File: config.mk
export PLATFORM = sky130hd
export DESIGN_NAME = dds_sweep_ctrl
export DESIGN_NICKNAME = d
export VERILOG_FILES = /design/src/rtl/dds_sweep_pkg.sv /design/src/rtl/dds_dwell_timer.sv /design/src/rtl/dds_sweep_ctrl.sv
export SDC_FILE = /design/constraint.sdc
export NUM_CORES = 1
export LEC_CHECK = 0
export CORE_MARGIN = 2
export CORE_UTILIZATION = 55
export CTS_CLUSTER_DIAMETER = 40
export DETAILED_ROUTE_END_ITERATION = 16
export PLACE_DENSITY = 0.87
export SLEW_MARGIN = 30
export SYNTH_ARGS = -nofsm -noshare
export SYNTH_HDL_FRONTEND = slang
export SYNTH_HIERARCHICAL = 1
export SYNTH_SLANG_ARGS = --single-unit
export TNS_END_PERCENT = 50
File: constraint.sdc
create_clock -name clk -period 5.1 [get_ports clk]
set_clock_uncertainty 0.2 [all_clocks]
set_input_delay 0.765 -clock clk [delete_from_list [all_inputs] [get_ports clk]]
set_output_delay 0.765 -clock clk [all_outputs]
set_load 0.05 [all_outputs]
File: src/rtl/dds_sweep_pkg.sv
// Shared encodings for the DDS chirp sequencer: FSM states and sweep direction.
package dds_sweep_pkg;

    typedef enum logic [1:0] {
        IDLE = 2'd0,
        RUN  = 2'd1,
        DONE = 2'd2
    } state_t;

    localparam logic UP   = 1'b0;
    localparam logic DOWN = 1'b1;

endpackage

File: src/rtl/dds_dwell_timer.sv
// Dwell timer: counts up while enabled and pulses expire when the count reaches the
// latched dwell, clearing itself so each word is held dwell+1 cycles.
module dds_dwell_timer #(
    parameter int DWELL_BITWIDTH = 16
) (
    input  logic                      clk,
    input  logic                      rstn,
    input  logic                      en,
    input  logic                      load,
    input  logic                      clr,
    input  logic [DWELL_BITWIDTH-1:0] dwell,
    output logic                      expire
);

    logic [DWELL_BITWIDTH-1:0] count;

    assign expire = en && (count == dwell);

    always_ff @(posedge clk) begin
        if (!rstn || load || clr) begin
            count <= '0;
        end else if (en) begin
            count <= expire ? '0 : count + 1'b1;
        end
    end

endmodule

File: src/rtl/dds_sweep_ctrl.sv
// Linear chirp sequencer driving DDS fword/pword. Defining DDS_SWEEP_TRIANGLE_EN turns
// continuous mode into a triangle sweep instead of a sawtooth reload.
//
// state | meaning
// IDLE  | waiting for start; fword holds last value
// RUN   | stepping fword, each word held dwell+1 cycles
// DONE  | one-cycle completion pulse of a single sweep
module dds_sweep_ctrl
    import dds_sweep_pkg::*;
#(
    parameter int DEPTH_BITWIDTH = 8,
    parameter int DWELL_BITWIDTH = 16
) (
    input  logic                      clk,
    input  logic                      rstn,
    input  logic                      start,
    input  logic                      abort,
    input  logic                      continuous,
    input  logic [DEPTH_BITWIDTH-1:0] f_start,
    input  logic [DEPTH_BITWIDTH-1:0] f_stop,
    input  logic [DEPTH_BITWIDTH-1:0] f_step,
    input  logic [DWELL_BITWIDTH-1:0] dwell,
    input  logic [DEPTH_BITWIDTH-1:0] pword_in,
    output logic [DEPTH_BITWIDTH-1:0] fword,
    output logic [DEPTH_BITWIDTH-1:0] pword,
    output logic                      busy,
    output logic                      step_strobe,
    output logic                      done
);

    localparam int W = DEPTH_BITWIDTH;

    state_t                    state;
    logic [W-1:0]              start_l;
    logic [W-1:0]              stop_l;
    logic [W-1:0]              step_l;
    logic [DWELL_BITWIDTH-1:0] dwell_l;
    logic                      dir_l;
    logic                      cont_l;
    logic                      start_ok;
    logic                      expire;

    assign start_ok = (state == IDLE) && start && !abort;

    dds_dwell_timer #(
        .DWELL_BITWIDTH(DWELL_BITWIDTH)
    ) u_timer (
        .clk    (clk),
        .rstn   (rstn),
        .en     ((state == RUN) && !abort),
        .load   (start_ok),
        .clr    (abort),
        .dwell  (dwell_l),
        .expire (expire)
    );

    // One extra bit catches overflow/underflow so the result clamps exactly to the target.
    function automatic logic [W-1:0] next_word(input logic [W-1:0] cur,
                                               input logic [W-1:0] step,
                                               input logic [W-1:0] target,
                                               input logic         dir);
        logic [W:0] sum;
        logic [W:0] diff;
        sum  = {1'b0, cur} + {1'b0, step};
        diff = {1'b0, cur} - {1'b0, step};
        if (dir == UP) begin
            next_word = (sum > {1'b0, target}) ? target : sum[W-1:0];
        end else begin
            next_word = (diff[W] || (diff[W-1:0] < target)) ? target : diff[W-1:0];
        end
    endfunction

    always_ff @(posedge clk) begin
        if (!rstn) begin
            state       <= IDLE;
            fword       <= '0;
            pword       <= '0;
            busy        <= 1'b0;
            step_strobe <= 1'b0;
            done        <= 1'b0;
            start_l     <= '0;
            stop_l      <= '0;
            step_l      <= '0;
            dwell_l     <= '0;
            dir_l       <= UP;
            cont_l      <= 1'b0;
        end else begin
            pword       <= pword_in;
            step_strobe <= 1'b0;
            done        <= 1'b0;
            if (abort) begin
                state <= IDLE;
                fword <= '0;
                busy  <= 1'b0;
            end else begin
                case (state)
                    IDLE: begin
                        if (start) begin
                            start_l <= f_start;
                            stop_l  <= f_stop;
                            step_l  <= (f_step == '0) ? W'(1) : f_step;
                            dwell_l <= dwell;
                            dir_l   <= (f_stop < f_start) ? DOWN : UP;
                            cont_l  <= continuous;
                            fword   <= f_start;
                            busy    <= 1'b1;
                            state   <= RUN;
                        end
                    end
                    RUN: begin
                        if (expire) begin
                            if (fword == stop_l) begin
                                if (!cont_l) begin
                                    state <= DONE;
                                    busy  <= 1'b0;
                                    done  <= 1'b1;
                                end else begin
`ifdef DDS_SWEEP_TRIANGLE_EN
                                    // Turn around immediately so the end word is not repeated.
                                    start_l <= stop_l;
                                    stop_l  <= start_l;
                                    dir_l   <= ~dir_l;
                                    fword   <= next_word(fword, step_l, start_l, ~dir_l);
`else
                                    fword   <= start_l;
`endif
                                    step_strobe <= 1'b1;
                                end
                            end else begin
                                fword       <= next_word(fword, step_l, stop_l, dir_l);
                                step_strobe <= 1'b1;
                            end
                        end
                    end
                    DONE: begin
                        state <= IDLE;
                    end
                    default: begin
                        state <= IDLE;
                    end
                endcase
            end
        end
    end

endmodule

==> metrics.txt, run 1 <==
Mean Syn Cell Area=8.346 sq um; clock sinks=79; post-CTS sizing=0; critical path peak fanout=9; launching point of the worst reg2reg path=step_l[3]; Period Utilization, post-route=0.8079; n_diodes=0; die width=98.22 microns; worst r2r dst=fword[4]; minimum clock period after layout=4.120 ns; maximum vdd drop=0.1582 mV; layout cell share with drive strength beyond 1=0.06376; routed len/inst=17.14 microns; Yosys warning total=6; Fmax=around 240 MHz; #FFs+latches synth=79; routed vias=4356; Worst Path Arrival=approximately 4.2 ns; Fin Setup TNS=0 ns; die area=a little under 10000 sq um; clk slew on worst S/H paths=0.08 ns; io pins=72; DRT antenna net count=0; DR pass1 iterations=6; WL met2=6421 microns; number of buffers and inverters on the critical path=1; worst hold path type=flop to flop; critical-path cell list=inv_1 > ha_1 > nor2b_4 > a211o_1 > a21oi_1 > nor2_1 > xnor2_1 > ha_1 > a211oi_2 > a21boi_0 > a211oi_1 > or4_1 > o221ai_1 > a31oi_1 > o221a_1; hold depth=2; DRC=0; Hold Path End=start_l[6]; Routed WL=12870 microns; Pins Over Slew Limit=0; met3 wire length=approximately 660 microns; leading post-synthesis cells by instance count=nand2_1, dfxtp_1, a21boi_0; Port Buf Inserts=71; DR iter-0 viols=262; cts hold-fix bufs=0; type of the worst setup path=flop to flop; final hold violation count=0; Site Rows=34; syn_nets=679; RSZ-0062 raised after global routing=no; Leak Pwr=2.271 nW; top sig layer=met4; CP max stage delay=between 0.6 and 0.7 ns; EDFF count, synth=0; antenna violations before repair=0; total setup buffers inserted after CTS=0; CTS root buffer=clkbuf_8; CP Data Required Time=5.14 ns; Post-Route M1 WL=5593 microns; CTS Buffer Depth=2; Max-Cap Viols=0; Worst R2R Path Depth=15; overall routing resource usage=0.2781; H-tree level count=3; TritonCTS clock tree=done; actual slew at the worst max-slew pin=0.7897 ns; hold path start=start_l[6]; R2R setup slack=0.98 ns; GRT overflow=0; Synth async-reset ratio=0; Layout area overhead=19.66%; dominant cell type by area after synthesis=dfxtp_1; largest net degree at the start of global routing=44; Critical Path End Type=flop; final setup fails=0; clk_lat worst skew=0.35 ns; Top delay family on crit path=compound AO/OA/AOI/OAI gates; Synth Flop Type=dfxtp_1; most used cell, CP=ha_1; core area=8678 sq um; Nets=734; startpoint types=flop; starting density of the core=0.5626; pwr dens=277.8 nW/um^2; number of global-route vias before repair=4408; post-DP HPWL=9751 microns; Yosys cell types=66; Die Ht=98.22 microns; area share of the largest cell type after synthesis=0.3239; TritonCTS Buffers=9; placed insts=737; relative slew slack=0.4713; Post-Syn Area=~4900 sq um; most numerous cell in the Yosys netlist=nand2_1; Final Total Pwr=approximately 1.6 mW; top post-synthesis cells by area=dfxtp_1, ha_1, nand2_1; GPL Wtd Cong=a little under 1; CP max stage cell=or4_1; Seq/Total Area, Yosys=0.3239; first-pass GRT wire length=21850 microns; Syn Inst Count=about 590; post-DR vias/cell=5.800; non-filler instance count after layout=751; status=complete, no violations
-- flip-flops by register name (all words and copies together), names as in the netlist --
register / count
start_l: 8
state: 2
dwell_l: 16
u_timer/count: 16
step_strobe: 1
dir_l: 1
pword: 8
done: 1
busy: 1
stop_l: 8
fword: 8
step_l: 8
cont_l: 1
-- worst register-to-register path, stage by stage (launching register included) --
cell and delay [ns]:
dfxtp_1 0.36, inv_1 0.06, ha_1 0.39, nor2b_4 0.17
a211o_1 0.30, a21oi_1 0.15, nor2_1 0.06, xnor2_1 0.26
ha_1 0.32, a211oi_2 0.25, a21boi_0 0.20, a211oi_1 0.08
or4_1 0.61, o221ai_1 0.26, a31oi_1 0.08, o221a_1 0.25
-- cells by family after synthesis --
kind of cell,after synthesis,synth area share
AND/OR/NAND/NOR,228,0.2363
flip-flops,79,0.3239
multiplexers,2,0.004101
buffers and inverters,63,0.05561
adder cells (fa/ha/maj),41,0.1082
XOR/XNOR,51,0.09149
AO/OA/AOI/OAI,121,0.1804
-- layout make-up --
class,instances,area (sq um)
Tap cell,108,135.1
Clock inverter,4,95.09
Fill cell,713,2836
Timing Repair Buffer,75,740.7
Multi-Input combinational cell,443,3032
Sequential cell,79,1582
Clock buffer,10,137.6
Inverter,32,120.1
-- stage by stage --
stage | hold WS, ns | utilization | setup slack (ns) | area [sq um]
2_1_floorplan | 0.2391 | - | 1.112 | 4882
3_3_place_gp | 0.2478 | 0.6461 | 1.186 | 5607
3_5_place_dp | 0.2616 | 0.6461 | 1.082 | 5607
4_1_cts | 0.2725 | 0.6729 | 1.048 | 5839
5_1_grt | 0.2892 | 0.6732 | 0.8241 | 5842
6_report | 0.2719 | 0.6732 | 0.9799 | 5842
-- placed cells by master (no fill, tap or decap), types with 8 or more instances in the layout --
| cell type | Yosys | layout |
|---|---|---|
| clkbuf_8 | 0 | 10 |
| a21boi_0 | 41 | 41 |
| inv_1 | 31 | 31 |
| nand4_1 | 10 | 10 |
| o21ai_0 | 11 | 11 |
| ha_1 | 39 | 39 |
| dfxtp_1 | 79 | 79 |
| clkdlybuf4s50_1 | 0 | 71 |
| xnor2_1 | 22 | 22 |
| and2_1 | 8 | 8 |
| nor3_1 | 30 | 30 |
| xor2_1 | 29 | 29 |
| a21oi_1 | 19 | 19 |
| nor2_1 | 24 | 24 |
| nand3_1 | 11 | 11 |
| nand2_1 | 101 | 101 |
-- routing by layer --
layer,track usage,vias up
li1,-,2141
met1,0.3687,2062
met2,0.4789,136
met3,0.02935,17
met4,0.08535,0
met5,0,-
-- report_power, final --
group | internal [mW] | leakage [nW] | switching [mW]
clock | 0.333 | 0.118 | 0.225
combinational | 0.174 | 1.51 | 0.230
sequential | 0.639 | 0.645 | 0.0220
total | 1.15 | 2.27 | 0.477
-- how the worst max path moves through the flow --
stage,start,to,slack [ns],cells after the start
final,step_l[3],fword[4],0.98,15
after detailed placement,fword[3],fword[4],1.08,14
after CTS,fword[3],fword[4],1.05,14
after floorplan,fword[3],fword[4],1.11,16
after global placement,step_l[3],fword[4],1.19,15
after global routing,fword[3],fword[4],0.82,14
No activity file was read; power rests on OpenSTA's default activity.
==> inputs of run 2 (changes only) <==
Clock period 5.1 ns to 3.8 ns, I/O delays scaled along.
==> run 2 against run 1 <==
The run now ends with setup timing left. Sequential power rose by 34%. Global-route usage fell by 0.27 points. Via count rose by 5.4%. Non-clock buffer count rose by 21. Combinational power rose by 63%. Count of clock-buffer cells in the layout rose by 1. Cell count rose by 3.1%. Sequential share of layout area fell by 0.91 points. Sequential cell count did not move. Critical endpoint unchanged.
==> metrics.txt, run 2 (synthesis results as in run 1) <==
status=finished with violations; failing checks=setup timing; largest registers=dwell_l: 16 flops, u_timer/count: 16 flops; type of the worst setup path=flop to flop; layout cell share with drive strength beyond 1=0.1261 (+0.06236); TritonCTS Buffers=9 (unchanged); minimum clock period after layout=4.042 ns (-0.07826 ns); placed insts=749 (+1.6%); post-DP HPWL=9684 microns (-0.68%); Max-Cap Viols=0 (unchanged); Pins Over Slew Limit=0 (unchanged); Logic pwr share=0.285 (+0.036); CTS Buffer Depth=2 (unchanged); Clk network pwr share=0.330 (-0.014); clk slew on worst S/H paths=0.09 ns (about the same); DR pass1 iterations=5 (-1); actual slew at the worst max-slew pin=0.8242 ns (+0.03451 ns); die width=98.22 microns (unchanged); Site Rows=34 (unchanged); core area=8678 sq um (unchanged); final setup fails=7 (+7); Setup WS pre-CTS=-0.02639 ns (-1.108 ns); DR iter-0 viols=281 (+7.3%); Leak Pwr=2.404 nW (+5.8%); startpoint types=flop; clock sinks=79 (unchanged); Switching Share=0.3164 (+0.02239); Setup WS post-layout=-0.2418 ns (-1.222 ns); GRT overflow=0 (unchanged); DRC=0 (unchanged); largest net degree at the start of global routing=43 (-2.3%); critical path peak fanout=5 (-4); number of global-route vias before repair=4401 (-0.16%); overall routing resource usage=0.2754 (-0.002668); internal power=1.573 mW (+37%); Fin Setup TNS=-1.249 ns (-1.249 ns); R2R setup slack=-0.24 ns (-1.22 ns); post-DR vias/cell=5.932 (+2.3%); Period Utilization, post-route=1.064 (+0.2558); Layout area overhead=25.68%; n_diodes=0 (unchanged); starting density of the core=0.5626 (unchanged); launching point of the worst reg2reg path=step_l[0]; final hold violation count=0 (unchanged); Worst Path Arrival=4.08 ns (-0.08 ns); Util after Layout=0.7070 (+0.03388); worst r2r dst=fword[4]; crit path from=step_l[0]; antenna violations before repair=0 (unchanged); most common cell after layout, fill and taps aside=nand2_1; non-filler instance count after layout=774 (+3.1%); relative slew slack=0.4482 (-0.02310); Fmax=247.4 MHz (+1.9%); first-pass GRT wire length=21550 microns (-1.4%); worst hold path type=flop to flop; maximum vdd drop=0.2621 mV (+66%); TritonCTS clock tree=done; Net Switching=728.3 uW (+53%); WHS=0.2695 ns (-0.002400 ns); pwr dens=375.1 nW/um^2 (+35%); clk_lat worst skew=0.36 ns (about the same); placed cell area=5703 sq um (+1.7%); DRT antenna net count=0 (unchanged); RSZ-0062 raised after global routing=yes; Worst R2R Path Depth=16 (+1); routed len/inst=17.65 microns (+3.0%); commonest cells after routing, fill and taps aside=nand2_1, clkdlybuf4s50_1, dfxtp_1; Die Ht=98.22 microns (unchanged); Worst Setup EP=fword[4]; Final Total Pwr=2.302 mW (+42%); GPL Wtd Cong=1.063 (+10%); Critical Path End Type=flop; # fillers=669 (-6.2%); die area=9646 sq um (unchanged); Seq pwr share=0.385 (-0.023); Finished Cell Area=6136 sq um (+5.0%); cts hold-fix bufs=0 (unchanged); CTS root buffer=clkbuf_8; Port Buf Inserts=71 (unchanged); routed vias=4591 (+5.4%); io pins=72 (unchanged); H-tree level count=3 (unchanged); Routed WL=13660 microns (+6.2%); CP Data Required Time=3.84 ns (-1.30 ns); Nets=755 (+2.9%)
-- run 2: changes by cell type in the layout (fill, tap and decap cells not counted), sizes merged --
cell	before	now
buf	4	24
clkbuf	10	12
bufinv	3	2
clkinv	2	3
inv	31	32
-- run 2: worst min path at each step --
stage	from	endpoint	slack, ns	cells after the start
floorplan	start_l[0]	start_l[0]	0.24	2
global placement	start_l[0]	start_l[0]	0.25	2
detailed placement	start_l[2]	start_l[2]	0.26	2
CTS	start_l[2]	start_l[2]	0.27	2
global route	start_l[2]	start_l[2]	0.28	2
finish	start_l[2]	start_l[2]	0.27	2
-- run 2: power groups by stage --
stage	combinational (mW)	sequential, mW	clock, mW
after floorplan	0.339	0.931	0
after global placement	0.542	0.904	0
after detailed placement	0.557	0.905	0
after CTS	0.564	0.886	0.761
after global routing	0.703	0.889	0.797
final	0.657	0.885	0.760
-- run 2: worst max-delay path: stages, from the launching register on --
cell and delay [ns]:
dfxtp_4 0.37, ha_4 0.15, fa_2 0.25, nand2b_4 0.06, a211o_1 0.32, a21oi_2 0.13
nor2_1 0.08, xnor2_1 0.28, ha_1 0.31, a211oi_2 0.29, o211a_1 0.22, a211oi_2 0.08
or4_4 0.56, buf_8 0.16, o221ai_2 0.13, a31oi_1 0.06, o221a_1 0.27
-- run 2: routing by layer --
metal / GRT usage / wire [microns] / up-vias / share of wire
met2: 0.4615 / 6541 / 175 / 0.48
met1: 0.3580 / 5767 / 2183 / 0.42
met5: 0 / 0 / - / 0
met4: 0.1159 / 530 / 0 / 0.039
met3: 0.03651 / 826 / 42 / 0.060
li1: - / - / 2191 / -
-- run 2: repair_timing --
action                                  CTS  global route
buffers inserted                          1             7
cloned                                    0             1
pin swaps                                 2            16
gates resized for setup                   3            25
endpoints found under the setup margin    1             7
-- run 2: final cells by class --
class	instances	area [sq um]	share of cell area
clock buffer	11	151.4	0.02467
multi-input combinational	443	3108	0.5065
inverter	32	120.1	0.01958
tap	108	135.1	0.02202
clock inverter	5	88.84	0.01448
timing repair buffer	96	927.1	0.1511
sequential	79	1605	0.2616
==> inputs of run 3 (changes only) <==
Settings changed: CELL_PAD_IN_SITES_DETAIL_PLACEMENT set to 0, CELL_PAD_IN_SITES_GLOBAL_PLACEMENT set to 1, CORE_UTILIZATION 55 to 42, CTS_BUF_LIST set to sky130_fd_sc_hd__clkbuf_8, PLACE_DENSITY 0.87 to 0.88.
==> run 3 against run 2 <==
The run now ends clean. Largest cell class unchanged. Worst hold slack improved by 0.0024 ns. Register-to-register slack improved by 0.35 ns. Critical path type unchanged. Via count fell by 2.5%. Clock power fell by 22%. Largest power group unchanged. Non-clock buffer count rose by 13.
==> metrics.txt, run 3 (synthesis results as in run 1) <==
maximum vdd drop=0.1980 mV (-24%); final setup fails=0 (-7); Layout area overhead=27.42%; worst hold path type=flop to flop; post-DP HPWL=10030 microns (+3.5%); relative slew slack=0.4593 (+0.01109); io pins=72 (unchanged); CTS Buffer Depth=2 (unchanged); Fmax=270.8 MHz (+9.5%); layout cell share with drive strength beyond 1=0.1561 (+0.02999); GPL Wtd Cong=0.9856 (-7.3%); die area=12500 sq um (+30%); CP Data Required Time=3.85 ns (about the same); Routed WL=13260 microns (-3.0%); WHS=0.2719 ns (+0.002382 ns); Final Total Pwr=2.136 mW (-7.2%); Seq pwr share=0.414 (+0.029); actual slew at the worst max-slew pin=0.8077 ns (-0.01657 ns); DRT antenna net count=0 (unchanged); Switching Share=0.3366 (+0.02019); Die Ht=111.8 microns (+14%); n_diodes=0 (unchanged); core area=11370 sq um (+31%); clock sinks=79 (unchanged); routed len/inst=16.13 microns (-8.7%); DR pass1 iterations=5 (unchanged); minimum clock period after layout=3.692 ns (-0.3495 ns); Port Buf Inserts=71 (unchanged); clk_lat worst skew=0.37 ns (about the same); Setup WS pre-CTS=0.04221 ns (+0.06860 ns); status=complete, no violations; R2R setup slack=0.11 ns (+0.35 ns); CP max stage delay=0.53 ns (-0.03 ns); TritonCTS clock tree=done; Period Utilization, post-route=0.9717 (-0.09199); starting density of the core=0.4294 (-0.1332); GRT overflow=0 (unchanged); internal power=1.417 mW (-10%); Worst Path Arrival=3.74 ns (-0.34 ns); largest net degree at the start of global routing=43 (unchanged); final hold violation count=0 (unchanged); critical path peak fanout=4 (-1); startpoint types=flop; placed cell area=5822 sq um (+2.1%); first-pass GRT wire length=21410 microns (-0.64%); Setup WS post-layout=0.1077 ns (+0.3495 ns); Site Rows=39 (+15%); Net Switching=718.9 uW (-1.3%); Pins Over Slew Limit=0 (unchanged); critical-path cell list=ha_4 > fa_2 > nand2b_4 > a211o_1 > a21oi_2 > nor2_1 > xnor2_1 > ha_1 > a211oi_2 > a21boi_2 > a211oi_2 > or4_4 > buf_2 > nand2_4 > mux2i_1 > a211oi_2; CP max stage cell=or4_4; DRC=0 (unchanged); antenna violations before repair=0 (unchanged); die width=111.8 microns (+14%); Max-Cap Viols=0 (unchanged); most used cell, CP=a211oi_2; number of global-route vias before repair=4368 (-0.75%); type of the worst setup path=flop to flop; RSZ-0062 raised after global routing=yes; clk slew on worst S/H paths=0.09 ns (about the same); routed vias=4478 (-2.5%); most common cell after layout, fill and taps aside=nand2_1; post-DR vias/cell=5.448 (-8.2%); largest registers=dwell_l: 16 flops, u_timer/count: 16 flops; TritonCTS Buffers=9 (unchanged); pwr dens=343.3 nW/um^2 (-8.5%); H-tree level count=3 (unchanged); commonest cells after routing, fill and taps aside=nand2_1, clkdlybuf4s50_1, dfxtp_1; Clk network pwr share=0.277 (-0.053); Leak Pwr=2.431 nW (+1.1%); CTS root buffer=clkbuf_8; Finished Cell Area=6221 sq um (+1.4%); overall routing resource usage=0.2094 (-0.06599); DR iter-0 viols=270 (-3.9%); Critical Path End Type=flop; Logic pwr share=0.309 (+0.024); Nets=768 (+1.7%)
## run 3: repair_timing
action,in CTS,in global routing
endpoints found under the setup margin,0,8
resized for setup,0,39
hold buffers,0,0
buffers inserted,0,11
## run 3: layer usage
metal,track usage,up-vias,part of all wire
met2,0.3426,109,0.48
met1,0.2785,2141,0.45
met3,0.03103,19,0.047
li1,-,2209,-
met5,0,-,0
met4,0.08313,0,0.019
## run 3: critical path, delay by kind of cell (launching register included)
| family | cells | cell delay, ns |
|---|---|---|
| adders and majority gates | 3 | 0.67 |
| xor gates and xnor gates | 1 | 0.22 |
| DFF | 1 | 0.38 |
| AOI/OAI and AO/OA | 6 | 1.01 |
| and+or+nand+nor | 4 | 0.73 |
| buffers and inverters | 1 | 0.17 |
| muxes | 1 | 0.21 |
## run 3: area by class of cell
cell class                 count  area (sq um)
fill                        1046          5149
multi-input combinational    443          3133
sequential                    79          1607
timing repair buffer         109          1001
tap                          143         178.9
clock buffer                   9         123.9
inverter                      32         120.1
clock inverter                 7         57.56
## run 3: through the flow
stage / std cells / util / setup TNS, ns
6_report: 822 / 0.5472 / 0
5_1_grt: 822 / 0.5472 / -0.4755
4_1_cts: 810 / 0.5280 / 0
3_5_place_dp: 794 / 0.5121 / 0
3_3_place_gp: 794 / 0.5121 / 0
2_1_floorplan: 585 / - / 0
## run 3: power groups by stage
| stage | combinational [mW] | sequential, mW | clock, mW |
|---|---|---|---|
| floorplan | 0.339 | 0.931 | 0 |
| global placement | 0.581 | 0.904 | 0 |
| detailed placement | 0.590 | 0.905 | 0 |
| CTS | 0.593 | 0.886 | 0.604 |
| global route | 0.718 | 0.890 | 0.635 |
| finish | 0.660 | 0.885 | 0.591 |
## run 3: final timing paths
path	from	endpoint	cells after the start
setup / recovery	step_l[0]	fword[0]	16
hold / removal	step_l[2]	step_l[2]	2
setup reg to reg	step_l[0]	fword[0]	16
hold reg to reg	step_l[2]	step_l[2]	2
